===== src/rtl/pusch_pkg.sv =====
`default_nettype none
// ============================================================================
//  Module   : pusch_pkg
//  Brief    : Shared constants, FSM encoding and Gold-sequence step helpers
//             for the PUSCH bit scrambler.
//  Revision : 1.0  initial release
// ============================================================================
package pusch_pkg;

  localparam int NC       = 1600;  // Gold sequence offset before first output bit
  localparam int GOLD_LEN = 31;    // length of each m-sequence register

  typedef enum logic [1:0] {
    ST_IDLE   = 2'd0,
    ST_WARMUP = 2'd1,
    ST_RUN    = 2'd2
  } state_t;

  // One step of x1: x1(n+31) = x1(n+3) ^ x1(n); bit 0 holds x1(n)
  function automatic logic [GOLD_LEN-1:0] x1_step(input logic [GOLD_LEN-1:0] x);
    return {x[3] ^ x[0], x[GOLD_LEN-1:1]};
  endfunction

  // One step of x2: x2(n+31) = x2(n+3) ^ x2(n+2) ^ x2(n+1) ^ x2(n)
  function automatic logic [GOLD_LEN-1:0] x2_step(input logic [GOLD_LEN-1:0] x);
    return {x[3] ^ x[2] ^ x[1] ^ x[0], x[GOLD_LEN-1:1]};
  endfunction

endpackage
`default_nettype wire


===== src/rtl/pusch_gold_gen.sv =====
`default_nettype none
// ============================================================================
//  Module   : pusch_gold_gen
//  Brief    : Length-31 Gold sequence generator. Loads x1=1, x2=seed, then
//             advances either N steps (warm-up) or 1 step (run) per cycle.
//  Revision : 1.0  initial release
// ============================================================================
module pusch_gold_gen
  import pusch_pkg::*;
#(
  parameter int N = 8
) (
  input  logic                clk,
  input  logic                reset,
  input  logic                load,
  input  logic [GOLD_LEN-1:0] seed,
  input  logic                step_multi,
  input  logic                step_one,
  output logic                c
);

  logic [GOLD_LEN-1:0] x1;
  logic [GOLD_LEN-1:0] x2;
  logic [GOLD_LEN-1:0] x1_chain [0:N];
  logic [GOLD_LEN-1:0] x2_chain [0:N];

  assign x1_chain[0] = x1;
  assign x2_chain[0] = x2;

  // Unrolled combinational chain: stage i+1 is stage i advanced by one step
  for (genvar i = 0; i < N; i++) begin : g_chain
    assign x1_chain[i+1] = x1_step(x1_chain[i]);
    assign x2_chain[i+1] = x2_step(x2_chain[i]);
  end

  assign c = x1[0] ^ x2[0];

  // Sequence registers: load has priority, otherwise take N or 1 steps, else hold
  always_ff @(posedge clk or posedge reset) begin
    if (reset) begin
      x1 <= '0;
      x2 <= '0;
    end else if (load) begin
      x1 <= GOLD_LEN'(1);
      x2 <= seed;
    end else if (step_multi) begin
      x1 <= x1_chain[N];
      x2 <= x2_chain[N];
    end else if (step_one) begin
      x1 <= x1_chain[1];
      x2 <= x2_chain[1];
    end
  end

endmodule
`default_nettype wire


===== src/rtl/pusch_scrambler.sv =====
`default_nettype none
// ============================================================================
//  Module   : pusch_scrambler
//  Brief    : Serial PUSCH bit scrambler, b~(i) = b(i) ^ c(i), with c(i) the
//             Gold sequence advanced NC steps past the c_init seed.
//  Revision : 1.0  initial release
// ============================================================================
module pusch_scrambler
  import pusch_pkg::*;
#(
  parameter int STEPS_PER_CYCLE = 8,
  parameter int E_WIDTH         = 17
) (
  input  logic                clk,
  input  logic                reset,
  input  logic                start,
  input  logic [GOLD_LEN-1:0] c_init,
  input  logic [E_WIDTH-1:0]  E,
  input  logic                data_in,
  input  logic                valid_in,
  output logic                data_out,
  output logic                valid_out,
  output logic                ready,
  output logic                done,
  output logic                err_drop
);

  localparam int WARM_CYCLES = NC / STEPS_PER_CYCLE;
  localparam int WARM_W      = (WARM_CYCLES > 1) ? $clog2(WARM_CYCLES) : 1;
  localparam logic [WARM_W-1:0]  WARM_LAST = WARM_W'(WARM_CYCLES - 1);
  localparam logic [E_WIDTH-1:0] E_ONE     = E_WIDTH'(1);

  state_t              state, state_nx;
  logic [WARM_W-1:0]   warm_cnt, warm_cnt_nx;
  logic [E_WIDTH-1:0]  bit_cnt, bit_cnt_nx;
  logic [E_WIDTH-1:0]  e_lat, e_lat_nx;
  logic                data_out_nx, valid_out_nx, done_nx, err_drop_nx;
  logic                load, step_multi, step_one;
  logic                c;

  pusch_gold_gen #(
    .N (STEPS_PER_CYCLE)
  ) u_gold (
    .clk        (clk),
    .reset      (reset),
    .load       (load),
    .seed       (c_init),
    .step_multi (step_multi),
    .step_one   (step_one),
    .c          (c)
  );

  assign ready = (state == ST_RUN);

  // State and datapath registers
  always_ff @(posedge clk or posedge reset) begin
    if (reset) begin
      state     <= ST_IDLE;
      warm_cnt  <= '0;
      bit_cnt   <= '0;
      e_lat     <= '0;
      data_out  <= 1'b0;
      valid_out <= 1'b0;
      done      <= 1'b0;
      err_drop  <= 1'b0;
    end else begin
      state     <= state_nx;
      warm_cnt  <= warm_cnt_nx;
      bit_cnt   <= bit_cnt_nx;
      e_lat     <= e_lat_nx;
      data_out  <= data_out_nx;
      valid_out <= valid_out_nx;
      done      <= done_nx;
      err_drop  <= err_drop_nx;
    end
  end

  // Next-state and output logic; start overrides everything, including an in-flight bit
  always_comb begin
    state_nx     = state;
    warm_cnt_nx  = warm_cnt;
    bit_cnt_nx   = bit_cnt;
    e_lat_nx     = e_lat;
    data_out_nx  = data_out;
    valid_out_nx = 1'b0;
    done_nx      = 1'b0;
    err_drop_nx  = err_drop;
    load         = 1'b0;
    step_multi   = 1'b0;
    step_one     = 1'b0;

    if (start) begin
      load        = 1'b1;
      state_nx    = ST_WARMUP;
      e_lat_nx    = E;
      warm_cnt_nx = '0;
      bit_cnt_nx  = '0;
      err_drop_nx = 1'b0;
    end else begin
      unique case (state)
        ST_IDLE: begin
          if (valid_in) err_drop_nx = 1'b1;
        end
        ST_WARMUP: begin
          if (valid_in) err_drop_nx = 1'b1;
          step_multi  = 1'b1;
          warm_cnt_nx = warm_cnt + 1'b1;
          if (warm_cnt == WARM_LAST) begin
            warm_cnt_nx = '0;
            if (e_lat == '0) begin
              done_nx  = 1'b1;
              state_nx = ST_IDLE;
            end else begin
              state_nx = ST_RUN;
            end
          end
        end
        ST_RUN: begin
          if (valid_in) begin
            data_out_nx  = data_in ^ c;
            valid_out_nx = 1'b1;
            step_one     = 1'b1;
            bit_cnt_nx   = bit_cnt + E_ONE;
            if (bit_cnt == e_lat - E_ONE) begin
              done_nx  = 1'b1;
              state_nx = ST_IDLE;
            end
          end
        end
        default: state_nx = ST_IDLE;
      endcase
    end
  end

endmodule
`default_nettype wire


===== config.mk =====
export PLATFORM = sky130hd
export DESIGN_NAME = pusch_scrambler
export DESIGN_NICKNAME = d
export VERILOG_FILES = /design/src/rtl/pusch_pkg.sv /design/src/rtl/pusch_gold_gen.sv /design/src/rtl/pusch_scrambler.sv
export SDC_FILE = /design/constraint.sdc
export NUM_CORES = 1
export LEC_CHECK = 0
export CORE_AREA = 2 2 98 138
export CTS_CLUSTER_SIZE = 10
export DETAILED_ROUTE_END_ITERATION = 7
export DIE_AREA = 0 0 100 140
export GPL_TIMING_DRIVEN = 0
export PLACE_DENSITY = 0.77
export SLEW_MARGIN = 20
export SYNTH_ARGS = -nofsm -noshare
export SYNTH_HDL_FRONTEND = slang
export SYNTH_SLANG_ARGS = --single-unit

===== constraint.sdc =====
create_clock -name clk -period 4 [get_ports clk]
set_input_delay 0.4 -clock clk [delete_from_list [all_inputs] [get_ports clk]]
set_output_delay 0.4 -clock clk [all_outputs]
set_load 0.1 [all_outputs]

==> impl_metrics.yaml <==
sta:
  clock.fmax_mhz: 357
  fin_worst_skew_ns: 0.00837
  final_max_slew_viol_count: 0
  period_needed_ns: 2.80
  fin_crit_sh_pct: 70.1
  tightest_slew_ns: 0.980
  hold_viol_final: 0
  worst_slack_ns: 1.20
  setup_viol: 0
  rsz0062_at_grt: "false"
  setup_tns_ns: 0
  slew_headroom_pct: 34.5
synthesis:
  synth-async-reset-ratio_pct: 100
  synth_top_family_by_area: "simple AND/OR/NAND/NOR gates"
  syn_area_per_cell_um2: 8.67
  synth-simple-area-share_pct: 19.9
  synth_compound_area_share_pct: 15.0
  synth.top_cell.area_share_pct: 44.2
  synth_seq_area_share_pct: 44.2
  synthFlopType: "dfrtp_1"
  syn-num-nets: 777
  synth_mux_area_share_pct: 6.89
  yosys.area.top_type: "dfrtp_1"
  synth_enable_flop_cells: 0
  synthAdderAreaFrac_pct: 1.21
  synth-xor-area-share_pct: 9.08
  synthCells: 718
  yosys-top-cells-area: "dfrtp_1, a21oi_1, nand2_1, nor2_1, xor2_1"
  yosys_warnings: 0
  synth_cell_types: 55
  ys_ff_latch: 110
  synthesis.area_um2: 6230
power:
  p_sw_w: 0.000869
  pwr-share-comb_pct: 20.3
  total_power_w: 0.00285
  leakage_nw: 3.04
  powerDensity_nw_per_um2: 389
  p_sw_share_pct: 30.5
  p_int_w: 0.00198
  clockPowerShare_pct: 33.0
  ir_worst_vdd_mv: 0.239
  seqPwrFrac_pct: 46.7
routing:
  dr.pass1.iters: 5
  initialDrtViolationCount: 368
  drc_errors: 0
  via_count: 5385
  viasPerCell: 5.70
  drtAntennaViolNets: 0
  routedWlPerCell_um: 16.7
  drt_wl_total_mm: 15.8
setup_path:
  reg2reg_from: "e_lat[0]"
  r2r.worst_path.cells: 9
  reg2reg_slack_ns: 1.20
  critPathKind: "flip-flop to flip-flop"
  critical_path_required_ns: 4.26
  cp.arrival_ns: 3.07
  setup.worst_path.end_class: "flip-flop"
  critical_path.max_stage_delay_ns: 0.47
  crit_fanout: 7
  critPathLaunchType: "flip-flop"
  cpMaxStageDelayCell: "a211oi_1"
  r2r_end: "done"
  path_cells: "inv_1 -> ha_1 -> nor4b_1 -> and4_1 -> xnor2_1 -> a211oi_1 -> o2111a_2 -> a32oi_1 -> nor3b_2"
final_layout:
  drive_gt1_share_pct: 5.81
  antenna_cells: 0
  final_cell_mix: "dfrtp_1, nand2_1, a21oi_1, nor2_1, clkdlybuf4s50_1"
  final_cell_area_um2: 7330
  fillers: 1140
  final_common_cell: "dfrtp_1"
  layout.nets: 846
  area_delta_synth_final_pct: 17.7
cts:
  ctsLongestPathBuffers: 2
  cts_resized: 0
  clock_latency_ns: 0.36
  cts.sinks: 110
  h-tree-depth: 3
  cts_root_buf: "clkbuf_16"
  post_cts.repair.setup_buffers: 0
  numCtsBuffers: 9
  cts_tree: "done"
  postCtsHoldBufs: 0
  clk_pin_slew_ns: 0.08
global_route:
  grt_use_total_pct: 23.0
  grt_antenna_before_repair: 0
  grt_max_degree: 72
  grt_pass1_vias: 5289
  grt_first_pass_wirelength_mm: 25.8
  overflow: 0
placement:
  place.gp.congestion: 0.841
  dp_hpwl_mm: 11.4
  post-place-ws_ns: 1.06
  port_buffers: 57
  place_area_um2: 7020
die:
  die_x_um: 100
  num_rows: 49
  initial_core_util_pct: 48.8
  ios: 58
  coreArea_um2: 12800
  fp.dieH_um: 140
  dieArea_um2: 14000
run_status:
  status: "completed"
flow_run:
  drv_cap: 0
worst_hold_path:
  hold_path.class: "input pin to asynchronous set/reset pin"
per-stage QoR:
stage | hold WS, ns | util [%] | std cells
3_5_place_dp | 0.503 | 55.1 | 929
6_report | 0.418 | 57.5 | 945
2_1_floorplan | 0.468 | - | 718
4_1_cts | 0.426 | 57.5 | 945
5_1_grt | 0.463 | 57.5 | 945
3_3_place_gp | 0.482 | 54.8 | 928
synth_stat cells, types with 2 or more instances:
| cell type | n |
|---|---|
| a211oi_1 | 14 |
| a21oi_1 | 101 |
| and2_1 | 4 |
| and3_1 | 4 |
| and4_1 | 2 |
| buf_1 | 10 |
| buf_2 | 2 |
| clkbuf_1 | 31 |
| dfrtp_1 | 110 |
| ha_1 | 6 |
| inv_1 | 14 |
| mux2_2 | 15 |
| mux2i_1 | 26 |
| nand2_1 | 104 |
| nand2b_1 | 3 |
| nand3_1 | 9 |
| nand4_1 | 6 |
| nand4b_1 | 2 |
| nor2_1 | 100 |
| nor2b_1 | 2 |
| nor3_1 | 10 |
| nor3b_1 | 3 |
| nor4_4 | 3 |
| nor4b_1 | 2 |
| o211ai_1 | 2 |
| o21ai_0 | 40 |
| o31ai_1 | 2 |
| or3_1 | 4 |
| xnor2_1 | 30 |
| xor2_1 | 32 |
logic make-up after synthesis:
group	after synthesis
mux	41
buf+inv	59
xor+xnor	63
compound gates	170
simple gates	269
fa+ha+maj	6
flops	110
per-layer routing:
layer | share of wire, % | track usage [%] | vias up
li1 | - | - | 2580
met1 | 40 | 27.8 | 2602
met2 | 52 | 41.0 | 167
met3 | 4.3 | 3.09 | 36
met4 | 3.3 | 9.52 | 0
met5 | 0 | 0 | -
state kept, by name, summed over array words and instances (netlist names):
name and count:
u_gold.x1 31, u_gold.x2 31, bit_cnt 17, e_lat 17, warm_cnt 8, state 2, data_out 1, done 1
err_drop 1, valid_out 1
power groups by stage:
stage / Sequential (W) / Combinational [W] / Clock [W]
floorplan: 0.00132 / 0.000413 / 0
global placement: 0.00135 / 0.000558 / 0
detailed placement: 0.00135 / 0.000575 / 0
CTS: 0.00133 / 0.000580 / 0.000958
global route: 0.00134 / 0.000643 / 0.000991
finish: 0.00133 / 0.000579 / 0.000942
cell type report:
| cell class | instances | area (µm²) | share of cell area (%) |
|---|---|---|---|
| sequential | 110 | 2750 | 37.5 |
| clock buffer | 10 | 239 | 3.26 |
| timing repair buffer | 58 | 598 | 8.16 |
| clock inverter | 6 | 70.1 | 0.956 |
| tap | 153 | 191 | 2.61 |
| inverter | 14 | 57.6 | 0.785 |
| buffer | 45 | 180 | 2.46 |
| multi-input combinational | 549 | 3240 | 44.2 |
worst max-delay path, delay by kind of cell (launching register included):
kind | cells | cell delay [ns]
simple gates | 3 | 0.94
compound gates | 3 | 0.86
flops | 1 | 0.43
fa+ha+maj | 1 | 0.30
buf+inv | 1 | 0.09
xor+xnor | 1 | 0.08
how the worst max path moves through the flow:
stage	from	slack, ns	endpoint	depth (start not counted)
floorplan	reset	0.70	bit_cnt[0]	1
global placement	reset	-0.97	u_gold.x1[19]	2
detailed placement	valid_in	1.06	u_gold.x2[1]	6
CTS	state[0]	1.22	ready	3
global route	state[0]	1.06	u_gold.x2[3]	7
finish	e_lat[0]	1.20	done	9
Note: power is estimated with default switching activity, not from simulation.
